===== src/rtl/x25519_pkg.sv =====
// Shared definitions for the curve25519 request front-end.
// Contents: field widths, the field prime, the sequencer FSM state type and
// the RFC 7748 scalar clamp.
package x25519_pkg;

   localparam int unsigned WORD_W = 255;
   localparam int unsigned IN_W   = 256;

   // 2^255 - 19
   localparam logic [WORD_W-1:0] P25519 =
      255'h7fffffffffffffff_ffffffffffffffff_ffffffffffffffff_ffffffffffffffed;

   typedef enum logic [2:0] {
      ST_IDLE,
      ST_START,
      ST_ARM,
      ST_BUSY,
      ST_HOLD
   } state_e;

   // Drop bits 255/254, force bit 254 high, clear the cofactor bits [2:0].
   function automatic logic [WORD_W-1:0] clamp_scalar(input logic [IN_W-1:0] s);
      return {1'b1, s[253:3], 3'b000};
   endfunction

endpackage


===== src/rtl/x25519_request_sequencer.sv =====
// Request sequencer in front of the curve25519 scalar-multiplication core.
// Accepts scalar/u-coordinate pairs, clamps/masks them, starts the core,
// follows its done level through a busy period and returns the result.
// Ports:
//   clock, reset              clock and async active-high reset
//   in_valid/in_ready         request handshake (in_ready is combinational)
//   in_scalar, in_point       raw 256-bit request operands
//   core_start                one-cycle start pulse to the core
//   core_scalar, core_point   operands held from start until next accept
//   core_done, core_out       core idle level and result
//   out_valid/out_ready       result handshake
//   out_result, out_zero      registered result and all-zero flag
//   out_timeout               run aborted by the watchdog (result forced 0)
module x25519_request_sequencer
   import x25519_pkg::*;
#(
   parameter bit          CLAMP   = 1'b1,
   parameter int unsigned TIMEOUT = 1048576,
   parameter int unsigned CNT_W   = 21
) (
   input  logic              clock,
   input  logic              reset,
   input  logic              in_valid,
   output logic              in_ready,
   input  logic [IN_W-1:0]   in_scalar,
   input  logic [IN_W-1:0]   in_point,
   output logic              core_start,
   output logic [WORD_W-1:0] core_scalar,
   output logic [WORD_W-1:0] core_point,
   input  logic              core_done,
   input  logic [WORD_W-1:0] core_out,
   output logic              out_valid,
   input  logic              out_ready,
   output logic [WORD_W-1:0] out_result,
   output logic              out_zero,
   output logic              out_timeout
);

   state_e              state_q, state_d;
   logic                start_q, start_d;
   logic [WORD_W-1:0]   scalar_q, scalar_d;
   logic [WORD_W-1:0]   point_q, point_d;
   logic [CNT_W-1:0]    wd_q, wd_d;
   logic                valid_q, valid_d;
   logic [WORD_W-1:0]   result_q, result_d;
   logic                zero_q, zero_d;
   logic                timeout_q, timeout_d;
   logic                wd_expired;
   logic                unused_msb;

   // Bit 255 of the point is always masked; bit 255 of the scalar is never used.
   assign unused_msb = ^{in_scalar[IN_W-1], in_point[IN_W-1]};

   // Gated by reset so nothing is offered while the block is held in reset.
   assign in_ready = !reset && (state_q == ST_IDLE) && core_done && !valid_q;

   assign wd_expired = (wd_q == CNT_W'(TIMEOUT - 1));

   // State register.
   always_ff @(posedge clock or posedge reset) begin
      if (reset) begin
         state_q   <= ST_IDLE;
         start_q   <= 1'b0;
         scalar_q  <= '0;
         point_q   <= '0;
         wd_q      <= '0;
         valid_q   <= 1'b0;
         result_q  <= '0;
         zero_q    <= 1'b0;
         timeout_q <= 1'b0;
      end else begin
         state_q   <= state_d;
         start_q   <= start_d;
         scalar_q  <= scalar_d;
         point_q   <= point_d;
         wd_q      <= wd_d;
         valid_q   <= valid_d;
         result_q  <= result_d;
         zero_q    <= zero_d;
         timeout_q <= timeout_d;
      end
   end

   // Next-state and registered-output logic.
   always_comb begin
      state_d   = state_q;
      start_d   = 1'b0;
      scalar_d  = scalar_q;
      point_d   = point_q;
      wd_d      = wd_q;
      valid_d   = valid_q;
      result_d  = result_q;
      zero_d    = zero_q;
      timeout_d = timeout_q;

      unique case (state_q)
         ST_IDLE: begin
            if (in_valid && in_ready) begin
               scalar_d = CLAMP ? clamp_scalar(in_scalar) : in_scalar[WORD_W-1:0];
               point_d  = in_point[WORD_W-1:0];
               start_d  = 1'b1;
               state_d  = ST_START;
            end
         end
         ST_START: begin
            wd_d    = '0;
            state_d = ST_ARM;
         end
         ST_ARM: begin
            wd_d = wd_q + CNT_W'(1);
            // Abort wins here: a core that never takes the job must not
            // be allowed past the watchdog by a late done drop.
            if (wd_expired) begin
               valid_d   = 1'b1;
               timeout_d = 1'b1;
               result_d  = '0;
               zero_d    = 1'b0;
               state_d   = ST_HOLD;
            end else if (!core_done) begin
               state_d = ST_BUSY;
            end
         end
         ST_BUSY: begin
            wd_d = wd_q + CNT_W'(1);
            // A result that is already present is kept rather than aborted.
            if (core_done) begin
               valid_d   = 1'b1;
               timeout_d = 1'b0;
               result_d  = core_out;
               zero_d    = (core_out == '0);
               state_d   = ST_HOLD;
            end else if (wd_expired) begin
               valid_d   = 1'b1;
               timeout_d = 1'b1;
               result_d  = '0;
               zero_d    = 1'b0;
               state_d   = ST_HOLD;
            end
         end
         ST_HOLD: begin
            if (out_ready) begin
               valid_d = 1'b0;
               state_d = ST_IDLE;
            end
         end
         default: begin
            state_d = ST_IDLE;
         end
      endcase
   end

   assign core_start  = start_q;
   assign core_scalar = scalar_q;
   assign core_point  = point_q;
   assign out_valid   = valid_q;
   assign out_result  = result_q;
   assign out_zero    = zero_q;
   assign out_timeout = timeout_q;

endmodule

===== config.mk =====
export PLATFORM = sky130hd
export DESIGN_NAME = x25519_request_sequencer
export DESIGN_NICKNAME = d
export VERILOG_FILES = /design/src/rtl/x25519_pkg.sv /design/src/rtl/x25519_request_sequencer.sv
export SDC_FILE = /design/constraint.sdc
export NUM_CORES = 2
export LEC_CHECK = 0
export ABC_AREA = 0
export CORE_AREA = 2 2 605 607
export DETAILED_ROUTE_END_ITERATION = 10
export DIE_AREA = 0 0 607 609
export PLACE_DENSITY = 0.34
export REMOVE_ABC_BUFFERS = 1
export SETUP_SLACK_MARGIN = 0.02
export SYNTH_ARGS = -nofsm -noshare
export SYNTH_HDL_FRONTEND = slang
export SYNTH_SLANG_ARGS = --single-unit

===== constraint.sdc =====
create_clock -name clock -period 44.6 [get_ports clock]
set_input_delay 8.92 -clock clock [delete_from_list [all_inputs] [get_ports clock]]
set_output_delay 8.92 -clock clock [all_outputs]
set_load 0.1 [all_outputs]

* After elaboration in Yosys (flattened, before gate mapping)
Cells that the tools add are included.
** Word-level totals
- Register bits after elaboration :: 790
- Bits of input ports :: 772
- Logic and storage cells :: 57
** Cells by class
- Add/sub/neg operators :: 1
- Equal/unequal tests :: 9
- Muxes and demuxes :: 23
- Reduce and logical (&&, ||, !) cells :: 15
** Operators by type and width (count)
- $mux W255 :: 2
- $pmux W255 S2 :: 1
- $logic_not A255 Y1 :: 1
- $pmux W21 S2 :: 1
- $add A21 B1 Y21 const B :: 1
- $eq A21 B20 Y1 const B :: 1
- $mux W3 :: 6
- $pmux W3 S5 :: 1
- $mux W1 :: 9
- $eq A3 B2 Y1 const B :: 2
- $ne A3 B3 Y1 const B :: 2
- $logic_and A1 B1 Y1 :: 4
- $pmux W1 S2 :: 2
- $reduce_and A2 Y1 :: 2
- $reduce_and A4 Y1 :: 1
- $reduce_bool A2 Y1 :: 2
- $eq A3 B1 Y1 const B :: 1
- $eq A3 B3 Y1 const B :: 1
- $logic_not A3 Y1 :: 1
- $pmux W1 S3 :: 1
- $reduce_bool A3 Y1 :: 1
- $logic_not A1 Y1 :: 2
- $ne A2 B1 Y1 const B :: 1
- $ne A2 B2 Y1 const B :: 1
- $reduce_or A2 Y1 :: 1

* Longest topological paths before layout
- Word-level depth :: 7
- Gate-level depth with buffers :: 9
- Gate-level depth less buffers :: 6

* Least setup slack after synthesis
OpenSTA, ideal clock, no wires.
- Path kind :: in2out
- From :: in reset
- To :: out in_ready
- Data arrival time :: 27.951 ns
- Required time :: 35.680 ns
- Slack :: 7.729 ns
- Stages on the path :: 2
- Buffers on the path :: 0
- Cells stage by stage :: inv_1 > and4_1
** Between the ends
- Longest elaborated chain between the ends :: 4
** Ends and longest elaborated chain
- from (decl) :: RTL line x25519_request_sequencer.sv:22 : input logic reset,
- $logic_not A1 Y1 (no line)
- $logic_and A1 B1 Y1 (3 in a row) :: RTL line x25519_request_sequencer.sv:55 : assign in_ready = !reset && (state_q == ST_IDLE) && core_done && !valid_q;
- to (decl) :: RTL line x25519_request_sequencer.sv:24 : output logic in_ready,
Every way passes these cells.

* Worst setup path in the final report
Ends and elaborated chain as after synthesis.

==> results.md <==
* Status: finished clean
* Placed inst area at approximately 50000 µm²
* Design area at ~54000 µm²
* Synth top area share at between 60% and 70%
* Ys Warns at 0
* Post-CTS setup repair buffer count at 0
* Uppermost layer routed: met5
* Number of synthesized register bits at around 800
* Htree depth at 3
* Clk buf depth at 4
* Post-synth EDFFs at 0
* Worst Path Max Fanout at 81
* CTS tree: built
* Max cap viols at 0
* Met1 WL at 95000 µm
* Post-CTS Resized at 0
* Count leader, synth: nand2_1
* Hold Path Class: reg -> reg
* Nets at 5215
* Worst Setup Start Kind: input port
* First-pass GRT wire length at around 330000 µm
* Setup Skew at 0.0804 ns
* Clock-pin slew on the worst setup and hold paths at ~0.05 ns
* Yosys top cell by area: dfrtp_1
* Die area at around 370000 µm²
* Remaining DRCs at 0
* Slew @ Worst Pin at roughly 1.3 ns
* Setup Crit Path Kind: in -> out
* Fmax achieved at roughly 49 MHz
* Cell Rows at 222
* Crit path capture type: primary output
* Avg Synthesized Cell Area at 10.1 µm²
* # hold bufs at CTS at 0
* CTS root buffer: clkbuf_16
* Most common library cells after synthesis: 1544 x nand2_1, 790 x dfrtp_1, 258 x a22o_1
* Top cells by area, synth: dfrtp_1 67%, nand2_1 20%, a22o_1 7.6%
* Routability Congestion at 0.894
* Vias at around 29000
* Register area share after synthesis at between 60% and 70%
* Clk_lat worst skew at between 0.8 and 0.9 ns
* TritonRoute pass-1 iters at 7
* Tcrit/Tclk final at a little under half
* CP Data Arrival Time at roughly 12 ns
* Die width at between 600 and 700 µm
* Area Overhead vs Synth at 82.4%
* Layout cells sized above 1 at under 10%
* Vias in the first global route at 30200
* Clock Sinks at around 800
* Initial Utilization at under 10%
* Grt total ovfl at 0
* Max-slew violation count at 0
* I/O pin count at about 1500
* Cell count after synthesis at just under 3000
* DR iter-0 viols at ~1800
* RSZ-0062 raised after global routing: false
* Gr usage total at ~14%
* Mapped cell area at 29700 µm²
* Critical Path RT at ~36 ns
* Hold WS at ~0.47 ns
* CTS buffer count at roughly 120
* Top_reg_cell synth: dfrtp_1
* Distinct cell type count after synthesis at 36
* Worst slew margin at 16.0%
* Fillers at slightly above 40000
* Setup-failing EPs final at 0
* Met3 routed WL at ~20000 µm
* DRT Wirelength at about 260000 µm
* Core footprint at 364000 µm²
* Dpl hpwl at 213000 µm
* Async S/R FF share, synth at 100%
* DR vias/cell at 3.10
* Period minus WS final at about 21 ns
* IO Port Bufs at 1532
* Drt wl/cell at about 28 µm
* Hold Fails Final Rpt at 0
* Antenna Nets Post-Route at 0
* Largest net degree at the start of global routing at 164
* Final core occ at between 10 and 15%
* Die Y at slightly above 600 µm
* WL met2 at about 140000 µm
* Initial antenna violation count at 132
-- cells by family after synthesis --
family / synth area share [%]
compound gates: 8.26
other cells: 0.0126
fa+ha+maj: 0.0422
mux: 0.211
flops: 66.6
buf+inv: 2.66
simple gates: 22.2
-- layout make-up --
type,instances,area (µm²),share of cell area (%)
Sequential cell,790,19800,36.5
Timing Repair Buffer,1563,15200,28.1
Multi-Input combinational cell,1966,9160,16.9
Tap cell,4816,6030,11.1
Clock buffer,162,3310,6.11
Clock inverter,45,593,1.10
Antenna cell,23,57.6,0.106
Inverter,4,30.0,0.0555
-- worst max-delay path: stages --
cell and delay, ns:
clkdlybuf4s50_1 0.50, inv_8 0.49, and4_1 0.43, clkdlybuf4s50_1 1.18
-- state kept, by name, summed over array words and instances, names as in the netlist --
register     cells
out_valid        1
core_point     255
core_scalar    252
state_q          3
out_timeout      1
wd_q            21
out_result     255
out_zero         1
core_start       1
-- layout by cell type, fill, tap and decap left out, types with 5 or more instances in the layout --
cell type,instances
nor2_1,8
clkinvlp_4,5
clkinv_2,20
a22o_1,258
clkbuf_1,24
clkdlybuf4s50_1,1368
o21ai_0,8
clkbuf_8,21
and4_1,5
bufinv_16,10
dfrtp_1,790
nand3_1,17
diode_2,23
nand4_1,15
buf_4,175
o211ai_1,6
buf_12,5
nor4_1,65
clkbuf_16,117
nand2_1,1543
buf_2,15
-- metal layers --
layer  vias up  track usage (%)
li1      12600                -
met2      1266             25.0
met1     14700             14.8
met4        42             3.77
met5         -                0
met3       391             4.20
-- per-stage QoR --
step | std cells | TNS (ns) | setup slack (ns)
floorplan | 2760 | -2572.59 | -5.07
global placement | 9139 | 0 | 23.98
detailed placement | 9139 | 0 | 23.97
CTS | 9346 | 0 | 23.96
global route | 9355 | 0 | 23.94
finish | 9369 | 0 | 24.07
-- worst paths after layout --
path                                   end  depth (start not counted)  slack (ns)            start
max in group asynchronous  core_point[114]                          7       31.48            reset
min reg2reg                core_point[214]                          2        0.47  core_point[214]
min                        core_point[214]                          2        0.47  core_point[214]
max                               in_ready                          4       24.07            reset
max reg2reg                out_result[196]                          7       39.78       state_q[2]
min in group asynchronous   out_result[73]                          2        8.61            reset
Power is not shown: default switching activity piles up to over one toggle a cycle in this logic, so the estimate is an artifact.
